## src/rtl/board_io_mmio64.sv

```systemverilog
// Board I/O peripheral on the 64-bit SRAM-style bus: byte-masked register window,
// synchronised switches, debounced buttons with sticky press events, cycle counter and compare timer.
module board_io_mmio64 #(
    parameter logic [63:0] BASE_ADDR       = 64'h64000000,
    parameter int          SW_WIDTH        = 16,
    parameter int          BTN_WIDTH       = 5,
    parameter int          DEBOUNCE_CYCLES = 100000
) (
    input  logic                 clka,
    input  logic                 rst,
    input  logic [63:0]          addra,
    input  logic [63:0]          dina,
    output logic [63:0]          douta,
    input  logic                 ena,
    input  logic [7:0]           wea,
    output logic [31:0]          seg7_data,
    output logic [15:0]          LED,
    output logic [5:0]           STATUS_LED,
    input  logic [SW_WIDTH-1:0]  SW,
    input  logic [BTN_WIDTH-1:0] DIR_BTN,
    output logic                 irq
);

    localparam int CNT_W = (DEBOUNCE_CYCLES > 1) ? $clog2(DEBOUNCE_CYCLES) : 1;
    localparam logic [CNT_W-1:0] CNT_MAX = CNT_W'(DEBOUNCE_CYCLES - 1);

    localparam logic [2:0] IDX_OUT0  = 3'd0;
    localparam logic [2:0] IDX_CYCLE = 3'd1;
    localparam logic [2:0] IDX_INPUT = 3'd2;
    localparam logic [2:0] IDX_EVT   = 3'd3;
    localparam logic [2:0] IDX_TCMP  = 3'd4;
    localparam logic [2:0] IDX_TCTRL = 3'd5;

    function automatic logic [63:0] byte_merge(input logic [63:0] old_v,
                                               input logic [63:0] new_v,
                                               input logic [7:0]  we);
        for (int b = 0; b < 8; b++)
            byte_merge[8*b +: 8] = we[b] ? new_v[8*b +: 8] : old_v[8*b +: 8];
    endfunction

    // Bits a W1C write clears: set in dina and inside an enabled byte.
    function automatic logic [63:0] w1c_mask(input logic [63:0] din,
                                             input logic [7:0]  we);
        for (int b = 0; b < 8; b++)
            w1c_mask[8*b +: 8] = we[b] ? din[8*b +: 8] : 8'h00;
    endfunction

    logic [63:0]          out0, cycle, tcmp, rdata;
    logic                 t_en, t_pend, t_en_nxt, t_pend_nxt, match;
    logic [SW_WIDTH-1:0]  sw_s1, sw_s2;
    logic [BTN_WIDTH-1:0] btn_s1, btn_s2, btn_db, btn_db_nxt, btn_evt, btn_evt_nxt, evt_clr;
    logic [CNT_W-1:0]     db_cnt [BTN_WIDTH];
    logic [CNT_W-1:0]     db_cnt_nxt [BTN_WIDTH];
    logic [63:0]          clr_mask;
    logic                 hit, acc, wr_out0, wr_evt, wr_tcmp, wr_tctrl;
    logic [2:0]           idx;
    logic                 unused_addr_bits;

    assign hit              = (addra[63:6] == BASE_ADDR[63:6]);
    assign idx              = addra[5:3];
    assign unused_addr_bits = ^addra[2:0];
    assign acc              = ena && hit;
    assign wr_out0          = acc && (idx == IDX_OUT0);
    assign wr_evt           = acc && (idx == IDX_EVT);
    assign wr_tcmp          = acc && (idx == IDX_TCMP);
    assign wr_tctrl         = acc && (idx == IDX_TCTRL);
    assign clr_mask         = w1c_mask(dina, wea);

    always_comb begin
        btn_db_nxt = btn_db;
        for (int i = 0; i < BTN_WIDTH; i++) begin
            db_cnt_nxt[i] = db_cnt[i];
            if (btn_s2[i] == btn_db[i]) begin
                db_cnt_nxt[i] = '0;
            end else if (db_cnt[i] == CNT_MAX) begin
                btn_db_nxt[i] = btn_s2[i];
                db_cnt_nxt[i] = '0;
            end else begin
                db_cnt_nxt[i] = db_cnt[i] + 1'b1;
            end
        end
    end

    // A new press sets its event even if the same edge carries a W1C for it.
    always_comb begin
        evt_clr     = wr_evt ? clr_mask[BTN_WIDTH-1:0] : '0;
        btn_evt_nxt = (btn_db_nxt & ~btn_db) | (btn_evt & ~evt_clr);
    end

    always_comb begin
        match      = t_en && (cycle == tcmp);
        t_en_nxt   = (wr_tctrl && wea[0]) ? dina[0] : t_en;
        t_pend_nxt = match | (t_pend & ~(wr_tctrl && clr_mask[1]));
    end

    always_comb begin
        rdata = '0;
        case (idx)
            IDX_OUT0:  rdata = out0;
            IDX_CYCLE: rdata = cycle;
            IDX_INPUT: begin
                rdata[SW_WIDTH-1:0]     = sw_s2;
                rdata[32 +: BTN_WIDTH]  = btn_db;
            end
            IDX_EVT:   rdata[BTN_WIDTH-1:0] = btn_evt;
            IDX_TCMP:  rdata = tcmp;
            IDX_TCTRL: rdata[1:0] = {t_pend, t_en};
            default:   rdata = '0;
        endcase
    end

    always_ff @(posedge clka) begin
        if (rst) begin
            out0    <= '0;
            cycle   <= '0;
            tcmp    <= '0;
            t_en    <= 1'b0;
            t_pend  <= 1'b0;
            sw_s1   <= '0;
            sw_s2   <= '0;
            btn_s1  <= '0;
            btn_s2  <= '0;
            btn_db  <= '0;
            btn_evt <= '0;
            douta   <= '0;
            for (int i = 0; i < BTN_WIDTH; i++)
                db_cnt[i] <= '0;
        end else begin
            cycle   <= cycle + 64'd1;
            sw_s1   <= SW;
            sw_s2   <= sw_s1;
            btn_s1  <= DIR_BTN;
            btn_s2  <= btn_s1;
            btn_db  <= btn_db_nxt;
            btn_evt <= btn_evt_nxt;
            t_en    <= t_en_nxt;
            t_pend  <= t_pend_nxt;
            for (int i = 0; i < BTN_WIDTH; i++)
                db_cnt[i] <= db_cnt_nxt[i];
            if (wr_out0)
                out0 <= byte_merge(out0, dina, wea);
            if (wr_tcmp)
                tcmp <= byte_merge(tcmp, dina, wea);
            if (ena)
                douta <= hit ? rdata : 64'd0;
        end
    end

    assign seg7_data  = out0[31:0];
    assign LED        = out0[47:32];
    assign STATUS_LED = out0[53:48];
    assign irq        = t_pend;

endmodule
```

## config.mk

```make
export PLATFORM = sky130hd
export DESIGN_NAME = board_io_mmio64
export DESIGN_NICKNAME = d
export VERILOG_FILES = /design/src/rtl/board_io_mmio64.sv
export SDC_FILE = /design/constraint.sdc
export NUM_CORES = 1
export LEC_CHECK = 0
export CAP_MARGIN = 0
export CELL_PAD_IN_SITES_DETAIL_PLACEMENT = 0
export CELL_PAD_IN_SITES_GLOBAL_PLACEMENT = 1
export CORE_ASPECT_RATIO = 1.25
export CORE_MARGIN = 10
export CORE_UTILIZATION = 38
export CTS_BUF_LIST = sky130_fd_sc_hd__clkbuf_8
export CTS_CLUSTER_DIAMETER = 60
export DETAILED_ROUTE_END_ITERATION = 12
export PLACE_DENSITY = 0.78
export SLEW_MARGIN = 0
export SYNTH_ARGS = -nofsm -noshare
export SYNTH_HDL_FRONTEND = slang
export SYNTH_SLANG_ARGS = --single-unit
```

## constraint.sdc

```tcl
create_clock -name clka -period 2.6 [get_ports clka]
set_clock_uncertainty 0.2 [all_clocks]
set_input_delay 0.78 -clock clka [delete_from_list [all_inputs] [get_ports clka]]
set_output_delay 0.78 -clock clka [all_outputs]
set_load 0.05 [all_outputs]
```

After elaboration in Yosys (flattened, before gate mapping). Memory sizes are Yosys's and may differ from the RTL's. Cells that the tools add are included. Widths: inputs -> output; s select.

Memories: 1. Logic and storage cells: 125. Output and inout port bits: 119. Bits in writable memories: 85. Register bits: 310.

Memory list: db_cnt (words 5, width 17, rd ports 5, clocked after memory_dff 0, wr ports 5, line 52) `logic [CNT_W-1:0] db_cnt [BTN_WIDTH];`.

$add $sub $neg: 6. Reduce and logical (&&, ||, !) cells: 25. Equal/unequal tests: 17. Mux-type cells: 37. Bitwise gates (word level): 13.

Operators with widths (number): $mux 17 (15); $add 17x1->17 const B (5); $eq 17x17->1 const B (5); $pmux 27 s3 (1); $add 64x1->64 const B (1); $eq 64x64->1 (1); $mux 64 (1); $eq 58x25->1 const B (1); $pmux 16 s3 (1); $pmux 11 s4 (1); $reduce_and 2->1 (16); $pmux 5 s4 (1); $pmux 3 s5 (1); $mux 1 (13); $pmux 2 s6 (1); $and 5x5->5 (2); $mux 5 (2); $not 5->5 (2); $logic_and 1x1->1 (8); $eq 3x2->1 const B (2); $eq 3x3->1 const B (2); $or 1x1->1 (6); $eq 1x1->1 (5); $or 5x5->5 (1); other kinds (4) (4).

Longest topological paths before layout.
Depth after elaboration: 7. Mapped depth: 8. Gate-level depth less buffers: 6.

Worst setup path after synthesis. OpenSTA, ideal clock, no wires.

Path type: input-to-reg. From: in addra[27]. To: reg out0[0]. Data required time: 2.268 ns. Arrival: 2.435 ns. Slack: -0.167 ns. Stages: 8. Path through: nor4b_1 nand4_1 or4_1 clkbuf_1 buf_2 clkbuf_1 o21ai_0 a21oi_1.

Cells in the longest elaborated chain, start to end: 4.

Ends and longest elaborated chain: from (decl) (line 11) `input logic [63:0] addra,`; $eq 58x25->1 (line 59) `assign hit = (addra[63:6] == BASE_ADDR[63:6]);`; $logic_and 1x1->1 (line 62) `assign acc = ena && hit;`; $logic_and 1x1->1 (line 63) `assign wr_out0 = acc && (idx == IDX_OUT0);`; $reduce_and 2->1 (no line); to (signal assigned) (line 141) `out0 <= byte_merge(out0, dina, wea);`; to (decl) (line 48) `logic [63:0] out0, cycle, tcmp, rdata;`.

Every way passes these cells. A chain may end at the register's enable or synchronous reset.

Final worst setup path.
From: in addra[61]. To: reg out0[46].

Same word-level chain as after synthesis.

==> results.md <==
* Ys Warns at 0
* Maximum achievable frequency at about 390 MHz
* Initial drt markers at about 1300
* Setup CP Type: in -> reg
* Clock-pin slew on the worst setup and hold paths at about 60 ps
* TritonCTS Sinks at 395
* CP Depth at 7
* Reg2reg end: cycle[62]
* Fillers at between 4000 and 5000
* Async S/R FF share, synth at 0
* Max clock buf depth at 3
* WP buf/inv at 2
* Placed cell count at ~3100
* Synth top area cells: dfxtp_1 43%, a21oi_1 6.4%, nand4_1 6.1%
* Post-synthesis register bit count at roughly 400
* Fin util at 0.491
* Starting Density at 0.384
* Port Buf Inserts at ~280
* Final instance area at between 20000 and 25000 µm²
* RSZ-0062 raised after global routing: true
* RePlAce Congestion at between 0.8 and 0.9
* Synth unique cells at 59
* Top cell family by delay on the critical path: simple AND/OR/NAND/NOR gates
* Crit-path cells: clkdlybuf4s50_1 -> nor4_1 -> nand4_1 -> or4_4 -> buf_12 -> o21ai_0 -> a21oi_1
* Core Area at between 40000 and 50000 µm²
* Outcome: finished clean
* Clock period minus final worst setup slack at 2590 ps
* CTS Hold Buffers Added at 0
* Nets at 2666
* Syn avg cell area at between 8 and 9 µm²
* Post-synthesis net count at approximately 2400
* DIE AREA at ~58000 µm²
* Worst Hold Launch: btn_s1[0]
* Maximum vdd drop at about 0.00035 V
* Slew Limit Headroom at 0.457
* Worst EP required at 2880 ps
* Max Cap Viol at 0
* Worst slew pin tran at between 800 and 900 ps
* Max Fanout on Critical Path at 70
* Setup WS post-layout at 10.1 ps
* R2R depth at 5
* Final hold violations at 0
* Slowest-stage cell, CP: or4_4
* Most frequent cells in the layout: 395 x dfxtp_1, 236 x buf_4, 228 x a21oi_1, 209 x nor2_1, 180 x nand4_1
* Vias in the first global route at 17100
* Commonest non-fill, non-tap cell in the layout: dfxtp_1
* Power Density at approximately 530 nW/µm²
* Die Wd at between 200 and 250 µm
* Final worst path period share at 0.996
* Area Growth Syn to Fin at 27.9%
* Sum Neg Setup Slack at 0 ps
* Non-Filler Instances at around 3200
* First-pass GRT wire length at slightly below 100000 µm
* Clk root buf: clkbuf_8
* Final setup fails at 0
* Crit start category: input pin
* Synth area leader: dfxtp_1
* Worst r2r src: cycle[36]
* GRT Total Usage at 0.208
* Share of cells above drive strength 1 at 0.162
* # DRC at 0
* CP max stage delay at approximately 560 ps
* Hold Crit Class: reg -> reg
* Area share of the largest cell type after synthesis at 0.428
* Synthesized instance count at 2210
* Leak at between 8 and 9 nW
* Total Power at approximately 12 mW
* Slew Viols, Final at 0
* Hold path depth at 1
* Initial antenna violation count at 1
* Placed Area at between 20000 and 25000 µm²
* Vias per Instance at ~5.4
* TritonCTS buffer count at roughly 70
* Total wire length at approximately 62000 µm
* Initial DRT Pass Iterations at 5
* Drt wl/cell at around 20 µm
* Post-Place Worst Slack at -642 ps
* Fin Hold WS at 240 ps
* Dominant synthesized flop cell: dfxtp_1
* Vias at about 17000
* FF-to-FF setup slack at around 230 ps
* WHS Endpoint: btn_s2[0]
* Die height at about 270 µm
* Worst skew pair latency at between 600 and 700 ps
* Io pins at approximately 280
* Post-DP HPWL at between 40000 and 50000 µm
* EDFF count, synth at 0
* CTS tree: yes
* Synthesized area at ~18000 µm²
* FP Rows at 90
* Seq/Total Area, Yosys at 0.428
* Detail Route Antenna Nets at 0
* Gr ovfl total at 0
* CP endpoint kind: register
* Crit path DAT at 2870 ps
* Pin count of the biggest net entering global routing at roughly 110
* H-tree levels at 3
## worst reg2reg max path, stage by stage, from the launching register on
cell	delay, ps
dfxtp_1	500
nand4_2	250
nor4_4	410
nand3_4	220
or4_1	540
a21oi_1	160
## sequential cells by signal, summed over array words and instances, names as in the netlist
signal,flops
sw_s1,16
btn_s2,5
btn_s1,5
sw_s2,16
douta,64
tcmp,64
irq,1
btn_evt,5
out0,64
t_en,1
db_cnt,85
btn_db,5
cycle,64
## routing by layer
| layer | global-route usage | part of all wire | vias to the layer above |
|---|---|---|---|
| met1 | 0.251 | 0.42 | 8248 |
| met4 | 0.0711 | 0.024 | 0 |
| met3 | 0.0411 | 0.058 | 97 |
| met5 | 0 | 0 | - |
| li1 | - | - | 8395 |
| met2 | 0.362 | 0.50 | 519 |
## synth_stat cells, types with 2 or more instances
library cell  number
a2111o_1           4
a21oi_1          235
a221o_1           16
a22o_1            15
and2_1             2
and3_1            14
and4_1             4
and4_2             3
buf_1              7
buf_2             31
buf_4             57
buf_6              4
clkbuf_1         114
dfxtp_1          395
ha_1               6
inv_1             35
mux2_2             2
mux2i_1           51
mux4_2             4
nand2_1          110
nand2b_1          14
nand3_1           72
nand3b_1           6
nand4_1          180
nand4b_1           4
nor2_1           209
nor2b_1          118
nor3_1            20
nor3_4             2
nor3b_1            3
nor4_1            27
nor4_4             2
nor4b_1            3
o2111ai_1          3
o21ai_0          205
o221ai_1           3
o31ai_1           13
or3_1             28
or3_2              4
or4_1             17
xnor2_1          101
xor2_1            50
## final cells by class
type / instances / area, µm² / area share
repair buffers: 434 / 3940 / 0.166
inverters: 35 / 131 / 0.00556
flip-flops and latches: 395 / 7910 / 0.334
multi-input cells: 1566 / 9510 / 0.402
diodes: 1 / 2.50 / 0.000106
well taps: 644 / 806 / 0.0341
clock inverters: 31 / 153 / 0.00646
clock buffers: 87 / 1200 / 0.0506
## kinds of logic (layout without fill, tap and decap cells)
| kind of cell | count (synthesis) | in the layout | share of synthesized area |
|---|---|---|---|
| AO/OA/AOI/OAI | 500 | 500 | 0.148 |
| XOR/XNOR | 151 | 151 | 0.0715 |
| adder cells (fa/ha/maj) | 6 | 6 | 0.00406 |
| buffers and inverters | 249 | 587 | 0.0663 |
| flip-flops | 395 | 395 | 0.428 |
| multiplexers | 57 | 57 | 0.0337 |
| other | 0 | 1 | 0 |
| AND/OR/NAND/NOR | 852 | 852 | 0.249 |
## how the worst max path moves through the flow
stage / slack, ps / end / startpoint
4_1_cts: 40 / douta[35] / douta[35]
6_report: 10 / out0[46] / addra[61]
3_5_place_dp: -640 / tcmp[52] / addra[56]
5_1_grt: -30 / out0[54] / addra[23]
2_1_floorplan: -60 / out0[0] / addra[16]
3_3_place_gp: -620 / out0[33] / addra[56]
## where the power goes
part | switching, mW | total (mW) | internal, mW | leakage, nW
sequential | 0.0174 | 6.11 | 6.09 | 3.19
combinational | 0.386 | 0.734 | 0.348 | 4.43
clock | 2.61 | 5.62 | 3.01 | 0.750
total | 3.02 | 12.5 | 9.45 | 8.37
## timing repair
item,4_1_cts,5_1_grt
gates resized for setup,21,35
cloned,0,1
pin swaps,0,7
setup buffers,0,2
setup endpoints to repair,21,102
(Power assumes the default switching activity.)
